### config.mk
export PLATFORM = sky130hd
export DESIGN_NAME = uart_rx
export DESIGN_NICKNAME = d
export VERILOG_FILES = /design/src/rtl/uart_rx.sv
export SDC_FILE = /design/constraint.sdc
export NUM_CORES = 1
export LEC_CHECK = 0
export ABC_AREA = 1
export CORE_MARGIN = 2
export CORE_UTILIZATION = 60
export CTS_BUF_LIST = sky130_fd_sc_hd__clkbuf_8
export DETAILED_ROUTE_END_ITERATION = 7
export DONT_BUFFER_PORTS = 1
export PLACE_DENSITY = 0.79
export SLEW_MARGIN = 10
export SYNTH_ARGS = -nofsm -noshare
export SYNTH_HDL_FRONTEND = slang
export SYNTH_SLANG_ARGS = --single-unit
### constraint.sdc
create_clock -name clk -period 2.5 [get_ports clk]
set_clock_uncertainty 0.15 [all_clocks]
set_input_delay 0.375 -clock clk [delete_from_list [all_inputs] [get_ports clk]]
set_output_delay 0.375 -clock clk [all_outputs]
set_load 0.005 [all_outputs]
### src/rtl/uart_rx.sv
// uart_rx: 8N1-style UART receiver with a built-in receive FIFO.
//
// The async serial line goes through a 2-FF synchronizer. A falling edge starts
// a frame. The start bit is re-checked at mid-bit to reject glitches. Data bits
// are taken LSB first and written into a DWIDTH x FDEPTH FIFO that the CPU reads.
//
// Ports:
//   clk        single clock, all logic on posedge
//   rst        synchronous, active-high reset
//   sIn        async serial line, idles high
//   dataRen    pop request, ignored while fifoEmpty=1
//   data       FIFO head, valid the cycle after an accepted pop
//   fifoEmpty  no received bytes pending
//   errClr     clears frameErr and overrun; wins over a set in the same cycle
//   frameErr   sticky: a stop bit was sampled low
//   overrun    sticky: a good frame was dropped because the FIFO was full
//
// Optional feature macro: UART_RX_MAJORITY_EN
//   When defined, every bit decision is the 2-of-3 vote of the synced line at
//   mid-1, mid and mid+1, taken one cycle later than the single-sample build.

module uart_rx #(
  parameter int unsigned DIV    = 16,
  parameter int unsigned DWIDTH = 8,
  parameter int unsigned FDEPTH = 32
) (
  input  logic              clk,
  input  logic              rst,
  input  logic              sIn,
  input  logic              dataRen,
  output logic [DWIDTH-1:0] data,
  output logic              fifoEmpty,
  input  logic              errClr,
  output logic              frameErr,
  output logic              overrun
);

  localparam int unsigned CntW  = $clog2(DIV);
  localparam int unsigned BitW  = (DWIDTH > 1) ? $clog2(DWIDTH) : 1;
  localparam int unsigned PtrW  = (FDEPTH > 1) ? $clog2(FDEPTH) : 1;
  localparam int unsigned CntFW = $clog2(FDEPTH + 1);

`ifdef UART_RX_MAJORITY_EN
  // Vote needs the mid+1 sample, so the start-bit decision moves one cycle later.
  localparam logic [CntW-1:0] HalfLast = CntW'(DIV / 2);
`else
  localparam logic [CntW-1:0] HalfLast = CntW'(DIV / 2 - 1);
`endif
  localparam logic [CntW-1:0]  BitLast = CntW'(DIV - 1);
  localparam logic [BitW-1:0]  LastBit = BitW'(DWIDTH - 1);
  localparam logic [PtrW-1:0]  PtrLast = PtrW'(FDEPTH - 1);
  localparam logic [CntFW-1:0] FullCnt = CntFW'(FDEPTH);

  typedef enum logic [2:0] {StIdle, StStart, StData, StStop, StBreak} state_e;

  // Synchronizer and line history. All reset to the idle level.
  logic r_sync1, r_sync2, r_prev;
  logic w_bit;

`ifdef UART_RX_MAJORITY_EN
  logic r_prev2;

  always_ff @(posedge clk) begin
    if (rst) r_prev2 <= 1'b1;
    else     r_prev2 <= r_prev;
  end

  assign w_bit = (r_sync2 & r_prev) | (r_sync2 & r_prev2) | (r_prev & r_prev2);
`else
  assign w_bit = r_sync2;
`endif

  always_ff @(posedge clk) begin
    if (rst) begin
      r_sync1 <= 1'b1;
      r_sync2 <= 1'b1;
      r_prev  <= 1'b1;
    end else begin
      r_sync1 <= sIn;
      r_sync2 <= r_sync1;
      r_prev  <= r_sync2;
    end
  end

  // Receive FSM
  state_e            r_state;
  logic [CntW-1:0]   r_cnt;
  logic [BitW-1:0]   r_bit_cnt;
  logic [DWIDTH-1:0] r_shift;
  logic              r_wr_en;
  logic              r_frame_err;
  logic              r_overrun;
  logic [CntFW-1:0]  r_count;
  logic              w_full;

  assign w_full = (r_count == FullCnt);

  always_ff @(posedge clk) begin
    if (rst) begin
      r_state     <= StIdle;
      r_cnt       <= '0;
      r_bit_cnt   <= '0;
      r_shift     <= '0;
      r_wr_en     <= 1'b0;
      r_frame_err <= 1'b0;
      r_overrun   <= 1'b0;
    end else begin
      r_wr_en <= 1'b0;
      unique case (r_state)
        StIdle: begin
          if (r_prev && !r_sync2) begin
            r_state <= StStart;
            r_cnt   <= '0;
          end
        end
        StStart: begin
          if (r_cnt == HalfLast) begin
            r_cnt     <= '0;
            r_bit_cnt <= '0;
            // A high line at mid-start is a glitch, not a frame.
            r_state   <= w_bit ? StIdle : StData;
          end else begin
            r_cnt <= r_cnt + 1'b1;
          end
        end
        StData: begin
          if (r_cnt == BitLast) begin
            r_cnt   <= '0;
            r_shift <= {w_bit, r_shift[DWIDTH-1:1]};
            if (r_bit_cnt == LastBit) r_state <= StStop;
            else                      r_bit_cnt <= r_bit_cnt + 1'b1;
          end else begin
            r_cnt <= r_cnt + 1'b1;
          end
        end
        StStop: begin
          if (r_cnt == BitLast) begin
            r_cnt <= '0;
            if (!w_bit) begin
              r_frame_err <= 1'b1;
              r_state     <= StBreak;
            end else begin
              r_state <= StIdle;
              if (w_full) r_overrun <= 1'b1;
              else        r_wr_en   <= 1'b1;
            end
          end else begin
            r_cnt <= r_cnt + 1'b1;
          end
        end
        StBreak: begin
          // Hold off until the line returns high so a long break is one error.
          if (r_sync2) r_state <= StIdle;
        end
        default: r_state <= StIdle;
      endcase

      if (errClr) begin
        r_frame_err <= 1'b0;
        r_overrun   <= 1'b0;
      end
    end
  end

  // Receive FIFO
  logic [DWIDTH-1:0] r_mem [FDEPTH];
  logic [PtrW-1:0]   r_wptr, r_rptr;
  logic [DWIDTH-1:0] r_data;
  logic              w_pop;

  assign w_pop = dataRen && (r_count != '0);

  // r_shift is stable for at least one bit time after the stop sample.
  always_ff @(posedge clk) begin
    if (r_wr_en) r_mem[r_wptr] <= r_shift;
  end

  always_ff @(posedge clk) begin
    if (rst) begin
      r_wptr  <= '0;
      r_rptr  <= '0;
      r_count <= '0;
      r_data  <= '0;
    end else begin
      if (r_wr_en) r_wptr <= (r_wptr == PtrLast) ? '0 : r_wptr + 1'b1;
      if (w_pop) begin
        r_data <= r_mem[r_rptr];
        r_rptr <= (r_rptr == PtrLast) ? '0 : r_rptr + 1'b1;
      end
      case ({r_wr_en, w_pop})
        2'b10:   r_count <= r_count + 1'b1;
        2'b01:   r_count <= r_count - 1'b1;
        default: r_count <= r_count;
      endcase
    end
  end

  assign data      = r_data;
  assign fifoEmpty = (r_count == '0);
  assign frameErr  = r_frame_err;
  assign overrun   = r_overrun;

endmodule

## Word level (Yosys, flattened, before mapping)

Memories as Yosys holds them, arrays and structs flattened. A register that Yosys moved wholly into a read port is not among the register bits.
Index checks and enable logic that the tools add are counted.

- Register bits: 40
- Bits in writable memories: 256
- Input port bits: 5
- Output and inout port bits: 11
- Logic and storage cells: 83
- Memories kept: 1

- Add/subtract/negate cells: 6
- Equal/unequal tests: 19
- Multiplexer cells: 23
- Bitwise gates (word level): 3
- Reductions and logical operators: 18

Memory list:

| memory | words | width | rd ports | clocked after Yosys merged registers in | wr ports | line | text |
|---|---|---|---|---|---|---|---|
| r_mem | 32 | 8 | 1 | 1 | 1 | 166 | `logic [DWIDTH-1:0] r_mem [FDEPTH];` |

Operator list:

| operator | number |
|---|---|
| $mux W3 | 10 |
| $pmux W3 S5 | 1 |
| $ne A2 B2 Y1 const B | 7 |
| $mux W4 | 3 |
| $pmux W4 S3 | 1 |
| $pmux W6 S2 | 1 |
| $add A5 B1 Y5 const B | 2 |
| $eq A5 B5 Y1 const B | 2 |
| $mux W5 | 2 |
| $reduce_and A4 Y1 | 2 |
| $add A6 B1 Y6 const B | 1 |
| $eq A3 B2 Y1 const B | 2 |
| $eq A3 B3 Y1 const B | 2 |
| $eq A6 B6 Y1 const B | 1 |
| $logic_not A6 Y1 | 1 |
| $pmux W3 S2 | 1 |
| $reduce_and A6 Y1 | 1 |
| $reduce_bool A6 Y1 | 1 |
| $sub A6 B1 Y6 const B | 1 |
| $add A4 B1 Y4 const B | 1 |
| $eq A4 B3 Y1 const B | 1 |
| $eq A4 B4 Y1 const B | 1 |
| $reduce_and A2 Y1 | 2 |
| $reduce_bool A2 Y1 | 2 |
| 14 further kinds | 20 |

## Depth between registers and ports, before layout

Gate-level depths: netlist of the first run.

- Word-level depth: 4
- Gate-level depth with buffers: 16
- Depth with buffers taken out: 15

## Least setup slack after synthesis of the first run

Ideal clock, no wire load.

- Path type: flip-flop to flip-flop
- Start point: register r_count[1]
- End point: register r_count[4]
- Library setup time: 115 ps
- Arrival: 2,144 ps
- Required time: 2,235 ps
- Setup slack: 90 ps
- Stages on the path, launching flop included: 16
- Path buffers: 1
- Period minus slack after synthesis: 2,410 ps
- Cell sequence: dfxtp_1 -> nor2_1 -> nand3_1 -> nor2_1 -> nand2_1 -> nand2_2 -> inv_1 -> buf_2 -> ha_1 -> fa_1 -> nand2_1 -> nand2_1 -> a21oi_1 -> xnor2_1 -> o21ai_0 -> inv_1

- Word-level cells in the longest chain between the ends: 4
- Elaborated cells between the ends (all ways): 8
- Those cells by class: 2 x add/sub; 2 x eq/ne; 1 x mux; 3 x reduce/logical

Ends and longest elaborated chain:

| item | line | text |
|---|---|---|
| start: declaration | 93 | `logic [CntFW-1:0] r_count;` |
| start signal: assignment | 191 | `2'b10: r_count <= r_count + 1'b1;` |
| start signal: assignment | 192 | `2'b01: r_count <= r_count - 1'b1;` |
| start signal: assignment | 193 | `default: r_count <= r_count;` |
| parallel branches: the longest is 4 deep, another holds $sub A6 B1 Y6 | - |  |

Parallel ways; which one is timed is not known.
A chain may end at the register's enable or synchronous reset.

## Worst setup path after layout of the first run

Same ends and word-level chain as after synthesis.

==> results.json, run 1 <==
{
  "clockBufferDepth": 3,
  "synth_cell_types": 32,
  "finalHoldViolCount": 0,
  "post-route-min-period_ns": 2.34,
  "ir_worst_vdd_mv": 0.552,
  "wl_per_cell_um": 17.4,
  "grt_pass1_wl_um": 46700,
  "cp_slowest_cell": "dfxtp_1",
  "cts_num_sinks": 304,
  "postLayoutCoreUtil_pct": 68.0,
  "antenna_found_initial": 0,
  "max_stage_delay_ns": 0.36,
  "netlist.area_leader.share_pct": 58.3,
  "postRouteAntennaNets": 0,
  "cts-root-buf": "clkbuf_8",
  "ys_seq_elements": 304,
  "dpl.hpwl_um": 17900,
  "hold_slack_ns": 0.264,
  "portBuffers": 0,
  "coreArea_um2": 21700,
  "synth_async_sr_flop_share_pct": 0,
  "cts_buffers": 46,
  "drt_iter0_drc": 980,
  "finalPower_w": 0.0129,
  "status": "complete, no violations",
  "ys_warn_count": 0,
  "netlist_area_um2": 13200,
  "chipHeight_um": 152,
  "h-tree-depth": 2,
  "synth_area_leaders": "edfxtp_1 (58%), nand2_1 (12%), nand3_1 (7.4%)",
  "synth_commonest_cells": "nand2_1 (410), edfxtp_1 (256), nand3_1 (194)",
  "cp.required_ns": 2.79,
  "drc": 0,
  "detail_route.vias_per_cell": 5.50,
  "crit_path_end_kind": "flop",
  "seq_area_um2": 8650,
  "dieWidth_um": 152,
  "leakagePower_nw": 6.29,
  "area_delta_synth_final_pct": 11.7,
  "n_fill_cell": 1546,
  "synth_edf_count": 256,
  "startpoint_type": "flop",
  "p_per_area_nw_per_um2": 873,
  "maxCapViolations": 0,
  "grt_pass1_vias": 8930,
  "path_buf_inv": 2,
  "post-route-cell-area_um2": 14700,
  "synth_cells": 1333,
  "ff2ff_setup_slack_ns": 0.16,
  "place.gp.congestion": 0.914,
  "setup_viol": 0,
  "hold_path_class": "flop to flop",
  "pin_count": 16,
  "yosysSeqAreaShare_pct": 65.5,
  "gr-usage-met2_pct": 42.9,
  "met3_usage_pct": 5.23,
  "path_cells": "nor2_1, nand3_1, nor2_1, nand2_1, nand2_2, inv_1, ha_4, fa_2, nand2_1, nand2_1, a21oi_2, xnor2_1, o21ai_0, inv_1",
  "routed_wl_um": 29600,
  "drt-pass1-iter-count": 5,
  "avgSynthCellArea_um2": 9.90,
  "fp.dieArea_um2": 23200,
  "crit_family": "simple AND/OR/NAND/NOR gates",
  "dpl_cell_area_um2": 13700,
  "row_count": 54,
  "initial_core_util_pct": 60.8,
  "vias": 9362,
  "multiInputGateArea_um2": 3620,
  "grt-ovfl-total": 0,
  "worstPathMaxFanout": 6,
  "grt_usage_pct": 25.6,
  "maxSlewViolCount": 0,
  "clk_pin_slew_ns": 0.06,
  "fmax_mhz": 427,
  "grt_max_degree": 135,
  "worstMarginPinSlew_ns": 0.789,
  "gr-usage-met1_pct": 33.9,
  "synth_nets": 1354,
  "n_antenna_cell": 0,
  "fin_nets": 1407,
  "slew_headroom_pct": 47.3,
  "crit_type": "flop to flop",
  "yosysMostFrequentCell": "nand2_1",
  "post-route-period-util_pct": 93.7,
  "yosysTopAreaCell": "edfxtp_1",
  "arrival_ns": 2.63,
  "gr-max-usage-layer": "met2",
  "cpMostUsedCell": "nand2_1",
  "synth-main-ff-cell": "edfxtp_1",
  "drive_gt1_share_pct": 10.3,
  "tritoncts": "done",
  "clkLatencyLatePin_ns": 0.57
}
## state kept, by name (all words and copies together), names as in the netlist, 3 cells and up
| register | count |
|---|---|
| r_wptr | 5 |
| r_rptr | 5 |
| r_shift | 8 |
| r_bit_cnt | 3 |
| r_cnt | 4 |
| r_state | 3 |
| data | 8 |
| r_count | 6 |
| r_mem | 256 |
## cell families after synthesis
logic type	Yosys count	synth area share (%)
AND/OR/NAND/NOR	700	22.1
flip-flops	304	65.5
buffers and inverters	234	7.48
AO/OA/AOI/OAI	73	2.93
adder cells (fa/ha/maj)	16	1.57
XOR/XNOR	6	0.398
## area by class of cell
class / instances / area share (%)
repair buffers: 67 / 3.90
clock inverters: 32 / 1.15
multi-input cells: 795 / 24.5
clock buffers: 53 / 4.95
well taps: 280 / 2.38
flip-flops and latches: 304 / 58.7
inverters: 172 / 4.40
## cells in the final DEF (no fill, tap or decap), types with 11 or more instances in the layout
master      n
a21oi_1    30
ha_1       11
edfxtp_1  256
clkbuf_8   53
nor2_1     78
dfxtp_1    46
nand3_1   194
inv_1     186
o21ai_0    32
buf_4      58
nand2_1   410
## where the power goes
part / internal [W] / switching, W
clock: 0.00205 / 0.00185
combinational: 0.00109 / 0.00222
sequential: 0.00555 / 0.000121
total: 0.00868 / 0.00419
## routing by layer
layer / wire [um] / vias to the layer above
met3: 2480 / 75
met5: 0 / -
met1: 11800 / 4408
met2: 14500 / 391
li1: - / 4488
met4: 812 / 0
## final timing paths
path	start	endpoint	cells after the start
worst max-delay path	r_count[1]	r_count[4]	14
worst min-delay path	r_sync1	r_sync2	1
worst max register to register	r_count[1]	r_count[4]	14
worst min register to register	r_sync1	r_sync2	1
## repair_timing
| item | CTS | global route |
|---|---|---|
| hold buffers | 4 | 0 |
| endpoints found under the setup margin | 0 | 3 |
| hold endpoints to repair | 24 | 0 |
| resized for setup | 0 | 7 |
| setup buffers | 0 | 0 |
## through the flow
stage / std cells / setup TNS (ns) / setup slack [ns]
after detailed placement: 1614 / 0 / 0.0910
after global placement: 1614 / 0 / 0.196
after floorplan: 1333 / 0 / 0.0904
final: 1703 / 0 / 0.158
after CTS: 1703 / 0 / 0.0804
after global routing: 1703 / -0.156 / -0.0586
(Power assumes the default switching activity.)
==> run 2, diff against run 1 <==
--- a/config.mk
+++ b/config.mk
@@ -9,9 +9,10 @@
 export CORE_MARGIN = 2
 export CORE_UTILIZATION = 60
 export CTS_BUF_LIST = sky130_fd_sc_hd__clkbuf_8
+export CTS_CLUSTER_DIAMETER = 100
 export DETAILED_ROUTE_END_ITERATION = 7
 export DONT_BUFFER_PORTS = 1
-export PLACE_DENSITY = 0.79
+export PLACE_DENSITY_LB_ADDON = 0.12
 export SLEW_MARGIN = 10
 export SYNTH_ARGS = -nofsm -noshare
 export SYNTH_HDL_FRONTEND = slang
==> results.json, run 2 (synthesized netlist as in run 1, its figures left out) <==
{
  "holdPathStages": 3,
  "place.gp.congestion": 0.859,
  "status": "complete, no violations",
  "setup_tns_ns": 0,
  "drt-pass1-iter-count": 5,
  "grt_max_degree": 63,
  "drive_gt1_share_pct": 9.80,
  "setup_viol": 0,
  "cts-root-buf": "clkbuf_8",
  "startpoint_type": "flop",
  "n_antenna_cell": 0,
  "sw_frac_of_total_pct": 33.4,
  "clkLatencyLatePin_ns": 0.59,
  "postLayoutCoreUtil_pct": 67.7,
  "post-route-cell-area_um2": 14700,
  "ff2ff_setup_slack_ns": 0.25,
  "crit_type": "flop to flop",
  "ir_worst_vdd_mv": 0.624,
  "grt_pass1_wl_um": 47000,
  "tritoncts": "done",
  "dpl.hpwl_um": 18200,
  "post-route-period-util_pct": 90.1,
  "cp-startpoint": "r_count[2]",
  "dieWidth_um": 152,
  "maxCapViolations": 0,
  "fmax_mhz": 444,
  "final_common_cell": "nand2_1",
  "portBuffers": 0,
  "detail_route.vias_per_cell": 5.38,
  "hold_path_class": "input port to flop",
  "grt-ovfl-total": 0,
  "cp.required_ns": 2.85,
  "postRouteAntennaNets": 0,
  "fin_nets": 1408,
  "chipHeight_um": 152,
  "initial_core_util_pct": 60.8,
  "hold_slack_ns": 0.117,
  "clk_pin_slew_ns": 0.06,
  "p_clk_share_pct": 29.9,
  "worstPathMaxFanout": 6,
  "h-tree-depth": 2,
  "area_delta_synth_final_pct": 11.3,
  "reg2reg_depth": 15,
  "p_per_area_nw_per_um2": 869,
  "pwr-share-comb_pct": 25.4,
  "mostFrequentLayoutCells": "nand2_1 (410), edfxtp_1 (256), nand3_1 (194), inv_1 (182), nor2_1 (78)",
  "arrival_ns": 2.60,
  "pin_count": 16,
  "crit_path_end_kind": "flop",
  "grt_usage_pct": 25.9,
  "wl_per_cell_um": 17.6,
  "r2r_start": "r_count[2]",
  "finalHoldViolCount": 0,
  "p_seq_share_pct": 44.6,
  "cts_buffers": 49,
  "seq_area_um2": 8650,
  "hold_end": "r_wptr[0]",
  "p_sw_w": 0.00426,
  "worstMarginPinSlew_ns": 0.979,
  "grt_pass1_vias": 8566,
  "crit-reg2reg-capture": "r_count[5]",
  "hold_start": "rst",
  "antenna_found_initial": 0,
  "dpl_cell_area_um2": 13700,
  "drt_iter0_drc": 711,
  "internal_power_w": 0.00851,
  "slew_headroom_pct": 34.6,
  "post-route-min-period_ns": 2.25,
  "clockBufferDepth": 3,
  "leakagePower_nw": 6.24,
  "row_count": 54,
  "fp.dieArea_um2": 23200,
  "drc": 0,
  "largest_register_ffs": 256,
  "cts_num_sinks": 304,
  "top_register": "r_mem",
  "coreArea_um2": 21700,
  "post-cts-setup-buffer-count": 0,
  "n_fill_cell": 1673,
  "routed_wl_um": 30100,
  "multiInputGateArea_um2": 3610,
  "finalPower_w": 0.0128,
  "vias": 9189,
  "maxSlewViolCount": 0
}
run 2: worst max-delay path by stage:
| stage | endpoint | slack [ns] |
|---|---|---|
| floorplan | r_count[4] | 0.09 |
| global placement | r_count[4] | 0.18 |
| detailed placement | r_count[4] | 0.13 |
| CTS | r_count[3] | 0.1 |
| global route | r_count[5] | -0.10 |
| finish | r_count[5] | 0.25 |
run 2: routing by layer:
layer	vias up	GRT usage, %	share of wire [%]
met5	-	0	0
met4	0	10.0	3.0
met3	55	4.72	7.8
met2	337	40.0	46
met1	4298	37.0	43
li1	4499	-	-
run 2: power by group through the flow:
stage          combinational, W  clock, W  sequential [W]
2_1_floorplan           0.00235         0         0.00572
3_3_place_gp            0.00307         0         0.00579
3_5_place_dp            0.00312         0         0.00579
4_1_cts                 0.00314   0.00389         0.00569
5_1_grt                 0.00361   0.00410         0.00572
6_report                0.00325   0.00382         0.00570
run 2: layout make-up:
| class | count | share of cell area, % |
|---|---|---|
| sequential | 304 | 58.9 |
| multi-input combinational | 795 | 24.6 |
| clock buffer | 51 | 4.78 |
| inverter | 172 | 4.41 |
| timing repair buffer | 65 | 3.73 |
| tap | 280 | 2.38 |
| clock inverter | 41 | 1.20 |
run 2: critical path, stage by stage (launching register included):
cell and delay [ns]:
dfxtp_1 0.35, nor2_1 0.12, nand3_1 0.09, nor2_1 0.09
nand2_1 0.08, nand2_2 0.07, inv_1 0.07, ha_4 0.21
ha_4 0.29, nand2_1 0.06, inv_1 0.06, nand4_1 0.08
nand3_1 0.09, xor2_1 0.18, nand2_1 0.09, a21oi_1 0.12
run 2: stage by stage:
step / cells / setup WS [ns]
floorplan: 1333 / 0.0904
global placement: 1612 / 0.176
detailed placement: 1612 / 0.128
CTS: 1708 / 0.0956
global route: 1708 / -0.101
finish: 1708 / 0.247
run 2: timing repair:
item,4_1_cts,5_1_grt
resized for setup,0,8
endpoints found under the setup margin,0,4
hold buffers,4,0
endpoints found under the hold margin,21,0
